**config.mk**
```make
export PLATFORM = sky130hd
export DESIGN_NAME = conv1_mem_read_flat
export DESIGN_NICKNAME = d
export VERILOG_FILES = /design/src/rtl/cnn_pkg.sv /design/src/rtl/conv1_mem_read_if.sv /design/src/rtl/conv1_rd_addr_gen.sv /design/src/rtl/conv1_mem_read.sv /design/src/flat_wrapper.sv
export SDC_FILE = /design/constraint.sdc
export NUM_CORES = 1
export LEC_CHECK = 0
export CAP_MARGIN = 20
export CORE_ASPECT_RATIO = 1.1
export CORE_MARGIN = 10
export CORE_UTILIZATION = 50
export CTS_BUF_LIST = sky130_fd_sc_hd__clkbuf_4
export DETAILED_ROUTE_END_ITERATION = 10
export GPL_ROUTABILITY_DRIVEN = 1
export PLACE_DENSITY = 0.82
export SLEW_MARGIN = 10
export SYNTH_ARGS = -nofsm -noshare
export SYNTH_HDL_FRONTEND = slang
export SYNTH_SLANG_ARGS = --single-unit
```
**constraint.sdc**
```tcl
create_clock -name clk -period 4.1 [get_ports clk]
set_input_delay 1.23 -clock clk [delete_from_list [all_inputs] [get_ports clk]]
set_output_delay 1.23 -clock clk [all_outputs]
set_load 0.02 [all_outputs]
```
**src/rtl/cnn_pkg.sv**
```systemverilog
// Shared CNN constants and the conv1 read-sequencer state type.
// Latency: none (declarations only).
// Backpressure: not applicable.
package cnn_pkg;

  // conv1 output feature map is 12x12 per channel, two channels back to back
  localparam int CONV1_MAP_W     = 12;
  localparam int CONV1_CH_STRIDE = 144;

  // pool1 output is 6x6; one 2x2 window per output pixel
  localparam int POOL1_OUT_W     = 6;

  // conv1 output memory address width
  localparam int CONV1_ADDR_W    = 9;

  typedef enum logic [1:0] {
    IDLE  = 2'd0,
    READ  = 2'd1,
    DRAIN = 2'd2,
    DONE  = 2'd3
  } conv1_rd_state_t;

endpackage

```
**src/rtl/conv1_mem_read_if.sv**
```systemverilog
// Control/address bundle between the conv1 memory reader and its neighbours.
// Latency: none (wires only).
// Backpressure: stall flows toward the reader, everything else away from it.
interface conv1_mem_read_if;
  import cnn_pkg::*;

  logic                    start;
  logic                    stall;
  logic [CONV1_ADDR_W-1:0] addr0;
  logic [CONV1_ADDR_W-1:0] addr1;
  logic                    rd_en;
  logic                    rd_valid;
  logic                    win_first;
  logic                    win_last;
  logic                    busy;
  logic                    done;

  // controller side: issues start, applies stall, observes the reader
  modport master (
    output start, stall,
    input  addr0, addr1, rd_en, rd_valid, win_first, win_last, busy, done
  );

  // reader side
  modport slave (
    input  start, stall,
    output addr0, addr1, rd_en, rd_valid, win_first, win_last, busy, done
  );

endinterface

```
**src/rtl/conv1_rd_addr_gen.sv**
```systemverilog
// Window counters and address arithmetic for the conv1 output scan.
// Latency: addresses are combinational from the registered counters.
// Backpressure: counters only move when adv is high, so a stall freezes them.
module conv1_rd_addr_gen
  import cnn_pkg::*;
(
  input  logic                    clk,
  input  logic                    reset,
  input  logic                    clear,
  input  logic                    adv,
  output logic [CONV1_ADDR_W-1:0] addr0,
  output logic [CONV1_ADDR_W-1:0] addr1,
  output logic [1:0]              sub,
  output logic                    last
);

  localparam logic [2:0] WIN_MAX = 3'(POOL1_OUT_W - 1);

  logic [2:0] win_row;
  logic [2:0] win_col;
  logic [1:0] sub_q;
  logic [CONV1_ADDR_W-1:0] row_lin;
  logic [CONV1_ADDR_W-1:0] col_lin;

  // sub is the fastest digit, then win_col, then win_row; wraps after the last window
  always_ff @(posedge clk or posedge reset) begin
    if (reset) begin
      win_row <= '0;
      win_col <= '0;
      sub_q   <= '0;
    end else if (clear) begin
      win_row <= '0;
      win_col <= '0;
      sub_q   <= '0;
    end else if (adv) begin
      sub_q <= sub_q + 2'd1;
      if (sub_q == 2'd3) begin
        if (win_col == WIN_MAX) begin
          win_col <= '0;
          win_row <= (win_row == WIN_MAX) ? 3'd0 : win_row + 3'd1;
        end else begin
          win_col <= win_col + 3'd1;
        end
      end
    end
  end

  // sub[1] selects the lower row of the window, sub[0] the right column
  always_comb begin
    row_lin = {5'd0, win_row, 1'b0} + {8'd0, sub_q[1]};
    col_lin = {5'd0, win_col, 1'b0} + {8'd0, sub_q[0]};
    addr0   = CONV1_ADDR_W'(row_lin * CONV1_ADDR_W'(CONV1_MAP_W)) + col_lin;
    addr1   = addr0 + CONV1_ADDR_W'(CONV1_CH_STRIDE);
  end

  assign sub  = sub_q;
  assign last = (win_row == WIN_MAX) && (win_col == WIN_MAX) && (sub_q == 2'd3);

endmodule

```
**src/rtl/conv1_mem_read.sv**
```systemverilog
// Scans the two-channel conv1 output memory in 2x2 pooling-window order.
// Latency: rd_valid/win_first/win_last trail rd_en by one cycle (memory latency).
// Backpressure: stall drops rd_en and freezes addresses (only with CONV1_RD_STALL_EN).
module conv1_mem_read
  import cnn_pkg::*;
(
  input  logic               clk,
  input  logic               reset,
  conv1_mem_read_if.slave    bus
);

  conv1_rd_state_t state_q;
  conv1_rd_state_t state_d;

  logic                    stall_eff;
  logic                    rd_en;
  logic                    clear;
  logic                    last;
  logic [1:0]              sub;
  logic [1:0]              sub_d_q;
  logic                    rd_valid_q;
  logic [CONV1_ADDR_W-1:0] addr0;
  logic [CONV1_ADDR_W-1:0] addr1;

`ifdef CONV1_RD_STALL_EN
  assign stall_eff = bus.stall;
`else
  // without the stall option the pass runs at one read per cycle regardless of pool1
  assign stall_eff = 1'b0;
`endif

  conv1_rd_addr_gen u_addr_gen (
    .clk   (clk),
    .reset (reset),
    .clear (clear),
    .adv   (rd_en),
    .addr0 (addr0),
    .addr1 (addr1),
    .sub   (sub),
    .last  (last)
  );

  // state register; reset mid-pass aborts straight to IDLE
  always_ff @(posedge clk or posedge reset) begin
    if (reset) state_q <= IDLE;
    else       state_q <= state_d;
  end

  // next state and read strobe; start is only honoured when not mid-pass
  always_comb begin
    state_d = state_q;
    rd_en   = 1'b0;
    clear   = 1'b0;
    case (state_q)
      IDLE, DONE: begin
        if (bus.start) begin
          state_d = READ;
          clear   = 1'b1;
        end
      end
      READ: begin
        if (!stall_eff) begin
          rd_en = 1'b1;
          if (last) state_d = DRAIN;
        end
      end
      DRAIN:   state_d = DONE;
      default: state_d = IDLE;
    endcase
  end

  // one-cycle valid pipeline matching the memory read latency, carrying the window position
  always_ff @(posedge clk or posedge reset) begin
    if (reset) begin
      rd_valid_q <= 1'b0;
      sub_d_q    <= '0;
    end else begin
      rd_valid_q <= rd_en;
      if (rd_en) sub_d_q <= sub;
    end
  end

  assign bus.addr0     = addr0;
  assign bus.addr1     = addr1;
  assign bus.rd_en     = rd_en;
  assign bus.rd_valid  = rd_valid_q;
  assign bus.win_first = rd_valid_q && (sub_d_q == 2'd0);
  assign bus.win_last  = rd_valid_q && (sub_d_q == 2'd3);
  assign bus.busy      = (state_q == READ) || (state_q == DRAIN);
  assign bus.done      = (state_q == DONE);

endmodule

```
**src/flat_wrapper.sv**
```systemverilog
// flat-port wrapper written by rule: the top's interface ports become plain ports
module conv1_mem_read_flat import cnn_pkg::*;
  (clk, reset, bus_start, bus_stall, bus_addr0, bus_addr1, bus_rd_en, bus_rd_valid, bus_win_first, bus_win_last, bus_busy, bus_done);
  conv1_mem_read_if bus_i ();
  input  logic clk;
  input  logic reset;
  input wire logic [$bits(bus_i.start)-1:0] bus_start;
  input wire logic [$bits(bus_i.stall)-1:0] bus_stall;
  output wire logic [$bits(bus_i.addr0)-1:0] bus_addr0;
  output wire logic [$bits(bus_i.addr1)-1:0] bus_addr1;
  output wire logic [$bits(bus_i.rd_en)-1:0] bus_rd_en;
  output wire logic [$bits(bus_i.rd_valid)-1:0] bus_rd_valid;
  output wire logic [$bits(bus_i.win_first)-1:0] bus_win_first;
  output wire logic [$bits(bus_i.win_last)-1:0] bus_win_last;
  output wire logic [$bits(bus_i.busy)-1:0] bus_busy;
  output wire logic [$bits(bus_i.done)-1:0] bus_done;
  assign bus_i.start = bus_start;
  assign bus_i.stall = bus_stall;
  assign bus_addr0 = bus_i.addr0;
  assign bus_addr1 = bus_i.addr1;
  assign bus_rd_en = bus_i.rd_en;
  assign bus_rd_valid = bus_i.rd_valid;
  assign bus_win_first = bus_i.win_first;
  assign bus_win_last = bus_i.win_last;
  assign bus_busy = bus_i.busy;
  assign bus_done = bus_i.done;
  conv1_mem_read u_core (.clk(clk), .reset(reset), .bus(bus_i));
endmodule
```
======== After elaboration in Yosys (flattened, before gate mapping) ========
Cells that the tools add are included.
W data, S select, Z words.
storage, ports and cells
  bits in registers ....................... 13
  output and inout port bits .............. 24
cells by class
  add/subtract/negate cells ............... 7
  multiply operators ...................... 1
  eq/ne operators ......................... 9
  mux-type cells .......................... 17
  reductions and logical operators ........ 14
operators by type and width
  kind                   number
  $mux W3                9
  $add A4 B1 Y5          2
  $add A9 B5 Y9          1
  $add A9 B8 Y9 const B  1
  $eq A2 B2 Y1 const B   4
  $mux W2                4
  $mul A5 B2 Y7 const B  1
  $add A3 B1 Y3 const B  2
  $eq A3 B3 Y1 const B   2
  $pmux W2 S3            1
  $reduce_bool A2 Y1     3
  $logic_and A1 B1 Y1    4
  $logic_not A2 Y1       2
  $reduce_and A2 Y1      2
  $mux W1                3
  $reduce_and A3 Y1      1
  $add A2 B1 Y2 const B  1
  $eq A2 B1 Y1 const B   1
  $ne A2 B1 Y1 const B   1
  $ne A2 B2 Y1 const B   1
  $reduce_or A2 Y1       1
  $logic_or A1 B1 Y1     1

======== Longest topological paths before layout ========
  depth after elaboration ................. 6
  depth in mapped cells ................... 10
  gate-level depth less buffers ........... 10

======== Hierarchy ========
A second synthesis with hierarchy kept.
unflattened totals
  cell total of the unflattened synthesis .. 113
  area total of the unflattened synthesis .. 1058.5 um^2
modules (own cells, without submodules)
  module             times used  cells an instance  area an instance (um^2)  sequential area each (um^2)
  conv1_rd_addr_gen  1           91                 815.8                    200.2
  conv1_mem_read     1           22                 242.7                    125.1

======== Worst setup path after synthesis ========
No wires, ideal clock.
  path kind ............................... register to output
  from .................................... register u_core.u_addr_gen.win_row[0]
  to ...................................... output port bus_addr1[8]
  data arrival time ....................... 2.802 ns
  setup slack ............................. 0.068 ns
  stages on the path, launching flop included .. 10
  buffers on the path ..................... 0
  cells stage by stage .................... dfrtp_1 ha_1 fa_1 nand2_1 xnor2_1 ha_1 nor2b_1 o31a_2 a31o_2 a211oi_2
between the ends
  word-level cells in the longest chain between the ends .. 4
RTL lines
  item                    line                     text
  start, declared         conv1_rd_addr_gen.sv:19  logic [2:0] win_row;
  start signal, assigned  conv1_rd_addr_gen.sv:40  win_row <= (win_row == WIN_MAX) ? 3'd0 : win_row + 3'd1;
  $add A4 B1 Y5           conv1_rd_addr_gen.sv:50  row_lin = {5'd0, win_row, 1'b0} + {8'd0, sub_q[1]};
  $mul A5 B2 Y7           conv1_rd_addr_gen.sv:52  addr0 = CONV1_ADDR_W'(row_lin * CONV1_ADDR_W'(CONV1_MAP_W)) + col_lin;
  $add A9 B5 Y9           conv1_rd_addr_gen.sv:52
  via bus_addr0[5]        flat_wrapper.sv:9        output wire logic [$bits(bus_i.addr0)-1:0] bus_addr0;
  $add A9 B8 Y9           conv1_rd_addr_gen.sv:53  addr1 = addr0 + CONV1_ADDR_W'(CONV1_CH_STRIDE);
  end, declared           flat_wrapper.sv:10       output wire logic [$bits(bus_i.addr1)-1:0] bus_addr1;
The timed path passes the listed nets, and every way through them passes these cells.

======== Worst setup path after layout ========
  from .................................... register u_core.u_addr_gen.win_row[0]
  to ...................................... output port bus_addr1[8]
between the ends
  word-level cells in the longest chain between the ends .. 4
RTL lines
  item           line
  $add A4 B1 Y5  conv1_rd_addr_gen.sv:50
  $mul A5 B2 Y7  conv1_rd_addr_gen.sv:52
  $add A9 B5 Y9  conv1_rd_addr_gen.sv:52
  $add A9 B8 Y9  conv1_rd_addr_gen.sv:53
No other way between the ends.

==> results.sh <==
export IMPL_status="completed"
export IMPL_n_antenna_cell=0
export IMPL_die_y_um=68.6
export IMPL_hold_buffers=0
export IMPL_area_growth_syn_to_layout_pct=33.6
export IMPL_syn_num_nets=133
export IMPL_hold_worst_slack_ns=0.548
export IMPL_worst_clock_skew_ns=0.0121
export IMPL_switching_share_pct=41.8
export IMPL_overflow=0
export IMPL_hold_violations=0
export IMPL_timing_critical_path_fanout_max=5
export IMPL_cap_violations=0
export IMPL_die_w_um=64.2
export IMPL_synthArstFlopShare_pct=100
export IMPL_placed_cell_area_um2=1390
export IMPL_clock_latency_ns=0.28
export IMPL_fin_area_um2=1430
export IMPL_avgRoutedWirePerCell_um=13.7
export IMPL_critical_path_max_stage_delay_ns=0.65
export IMPL_synth_seq_cells=13
export IMPL_cts_buffer_depth=2
export IMPL_slew_violations=0
export IMPL_vias=923
export IMPL_power_w=0.000639
export IMPL_grt_max_degree=14
export IMPL_yosysSeqAreaShare_pct=30.3
export IMPL_leakagePower_nw=0.667
export IMPL_core_um2=2020
export IMPL_peakVddDrop_mv=0.601
export IMPL_numClockSinks=13
export IMPL_path_cells="ha_2 -> fa_2 -> nand2_1 -> xnor2_2 -> ha_2 -> nor2b_1 -> o31a_2 -> a31o_2 -> a211oi_2 -> buf_4"
export IMPL_crit_path_end_kind="output port"
export IMPL_hold_path_class="reg -> reg"
export IMPL_drive_gt1_share_pct=23.5
export IMPL_max_slew_margin_pct=67.7
export IMPL_antenna_found_initial=0
export IMPL_die_area_um2=4400
export IMPL_ant_nets=0
export IMPL_final_nets=168
export IMPL_initial_core_util_pct=53.1
export IMPL_drtIter0Drc=21
export IMPL_first_pass_iters=4
export IMPL_p_comb_share_pct=57.0
export IMPL_hpwl_um=1960
export IMPL_cts_clk_slew_worst_paths_ns=0.09
export IMPL_drc=0
export IMPL_crit_required_ns=2.87
export IMPL_arrival_ns=2.75
export IMPL_timing_final_crit_period_ns=3.98
export IMPL_htreeDepth=1
export IMPL_clock_fmax_mhz=251
export IMPL_routed_via_density=5.21
export IMPL_cts_buffers_inserted=3
export IMPL_syn_inst=115
export IMPL_path_common_cell="ha_2"
export IMPL_track_usage_pct=11.4
export IMPL_clkPwrFrac_pct=12.4
export IMPL_p_sw_w=0.000267
export IMPL_tritoncts="built"
export IMPL_yosysTopAreaCell="dfrtp_1"
export IMPL_portBuffers=26
export IMPL_cts_root_buf="clkbuf_4"
export IMPL_rows=17
export IMPL_tightest_slew_ns=0.484
export IMPL_fill_cells=174
export IMPL_setup_viol=0
export IMPL_synth_cell_types=37
export IMPL_grt_pass1_wl_um=4070
export IMPL_grt_pass1_vias=904
export IMPL_critPathKind="reg -> out"
export IMPL_fin_crit_sh_pct=97.1
export IMPL_synth_flop_cell="dfrtp_1"
export IMPL_slowest_stage="fa_2"
export IMPL_synth_top_area_share_pct=30.3
export IMPL_ios=28
export IMPL_place_congestion=0.731
export IMPL_power_density_nw_per_um2=446
export IMPL_synth_edf_count=0
export IMPL_cp_start_kind="flop"
export IMPL_synth_warnings=0
export IMPL_synth_area_leaders="dfrtp_1 30%, ha_1 14%, a21oi_1 4.2%"
export IMPL_syn_avg_cell_area_um2=9.32
export IMPL_seqPwrFrac_pct=30.6
export IMPL_intPower_w=0.000372
export IMPL_synthesis_area_um2=1070
export IMPL_wl_um=2430
[cell usage in the layout (no fill, tap or decap), drive strengths merged]
master,count
dlygate4sd2,2
o31a,1
o21ai,2
dfrtp,13
nor3b,1
nor2b,1
nand2,9
xnor2,4
nand3,4
o41ai,1
nand3b,1
clkbuf,4
a31o,1
nor2,8
a31oi,2
clkinv,1
buf,16
and3,1
nor4,1
and2,1
a211oi,2
or3b,1
and4,1
a21o,2
or2,1
nor3,3
fa,2
clkdlybuf4s50,20
inv,8
a21oi,9
nand2b,1
mux2i,3
ha,12
xor2,5
mux2,3
o22ai,1
or2b,1
[path summary, 6_finish.rpt]
path,startpoint,endpoint,slack [ns],cells past startpoint
min in group asynchronous,reset,u_core.state_q[0],1.26,2
max in group asynchronous,reset,u_core.u_addr_gen.win_row[1],2.47,2
setup / recovery,u_core.u_addr_gen.win_row[0],bus_addr1[8],0.12,10
hold reg to reg,u_core.sub_d_q[0],u_core.sub_d_q[0],0.55,1
setup reg to reg,u_core.state_q[1],u_core.u_addr_gen.win_row[0],2.30,6
hold / removal,u_core.sub_d_q[0],u_core.sub_d_q[0],0.55,1
[sequential cells by signal, summed over array words and instances, names as in the netlist]
signal and flops:
u_core.u_addr_gen.sub 2, u_core.sub_d_q 2, u_core.u_addr_gen.win_row 3, u_core.bus.rd_valid 1
u_core.u_addr_gen.win_col 3, u_core.state_q 2
[per-stage QoR]
stage                     util (%)   TNS, ns  std cells  worst slack (ns)
after CTS                     70.0  -0.00178        175          -0.00178
after global placement        68.6   -0.0781        171           -0.0781
after floorplan                  -         0        115            0.0683
after global routing          70.9   -0.0176        177           -0.0130
final                         70.9         0        177             0.119
after detailed placement      68.6    -0.133        171            -0.112
[repair_timing]
item                       4_1_cts  5_1_grt
setup endpoints to repair        6        4
setup buffers                    0        2
pin swaps                        0        1
gates resized for setup         16        8
[Yosys cell counts, types with 2 or more instances]
library cell	number
a21oi_1	9
dfrtp_1	13
mux2_2	2
clkbuf_1	2
a21o_1	2
ha_1	12
fa_1	2
nand2_1	9
nor2_1	8
nand3_1	4
xnor2_1	4
inv_1	8
a31oi_1	2
buf_4	6
mux2i_1	3
nor3_1	3
xor2_1	5
o21ai_0	2
[cell families (layout without fill, tap and decap cells)]
logic type | count (synthesis) | after routing | synth area share, %
muxes | 6 | 6 | 6.30
and+or+nand+nor | 35 | 35 | 16.8
DFF | 13 | 13 | 30.3
buffers and inverters | 17 | 51 | 8.75
adders and majority gates | 14 | 14 | 17.7
AOI/OAI and AO/OA | 21 | 21 | 12.7
xor gates and xnor gates | 9 | 9 | 7.35
[cell type report]
class	count	area (um2)	share of cell area [%]
repair buffers	39	338	23.6
well taps	28	35.0	2.45
multi-input cells	85	676	47.2
flip-flops and latches	13	327	22.8
inverters	8	30.0	2.10
clock inverters	1	5.00	0.349
clock buffers	3	22.5	1.57
[metal layers]
layer | track usage (%) | vias up | wire (um)
met2 | 21.4 | 27 | 1270
met4 | 4.01 | 0 | 23
li1 | - | 456 | -
met5 | 0 | - | 0
met1 | 10.6 | 436 | 911
met3 | 5.80 | 4 | 226
[critical path, delay by kind of cell (launching register included)]
kind / cells / cell delay (ns)
adder cells (fa/ha/maj): 3 / 1.07
AO/OA/AOI/OAI: 3 / 0.52
flip-flops: 1 / 0.39
buffers and inverters: 1 / 0.17
AND/OR/NAND/NOR: 2 / 0.17
XOR/XNOR: 1 / 0.15
[power groups by stage]
stage	logic (W)	clock network, W	registers [W]
after floorplan	0.000246	0	0.000197
after detailed placement	0.000367	0	0.000198
after global routing	0.000398	0.0000872	0.000203
final	0.000364	0.0000790	0.000196
after CTS	0.000370	0.0000812	0.000197
after global placement	0.000356	0	0.000194
(Power assumes the default switching activity.)
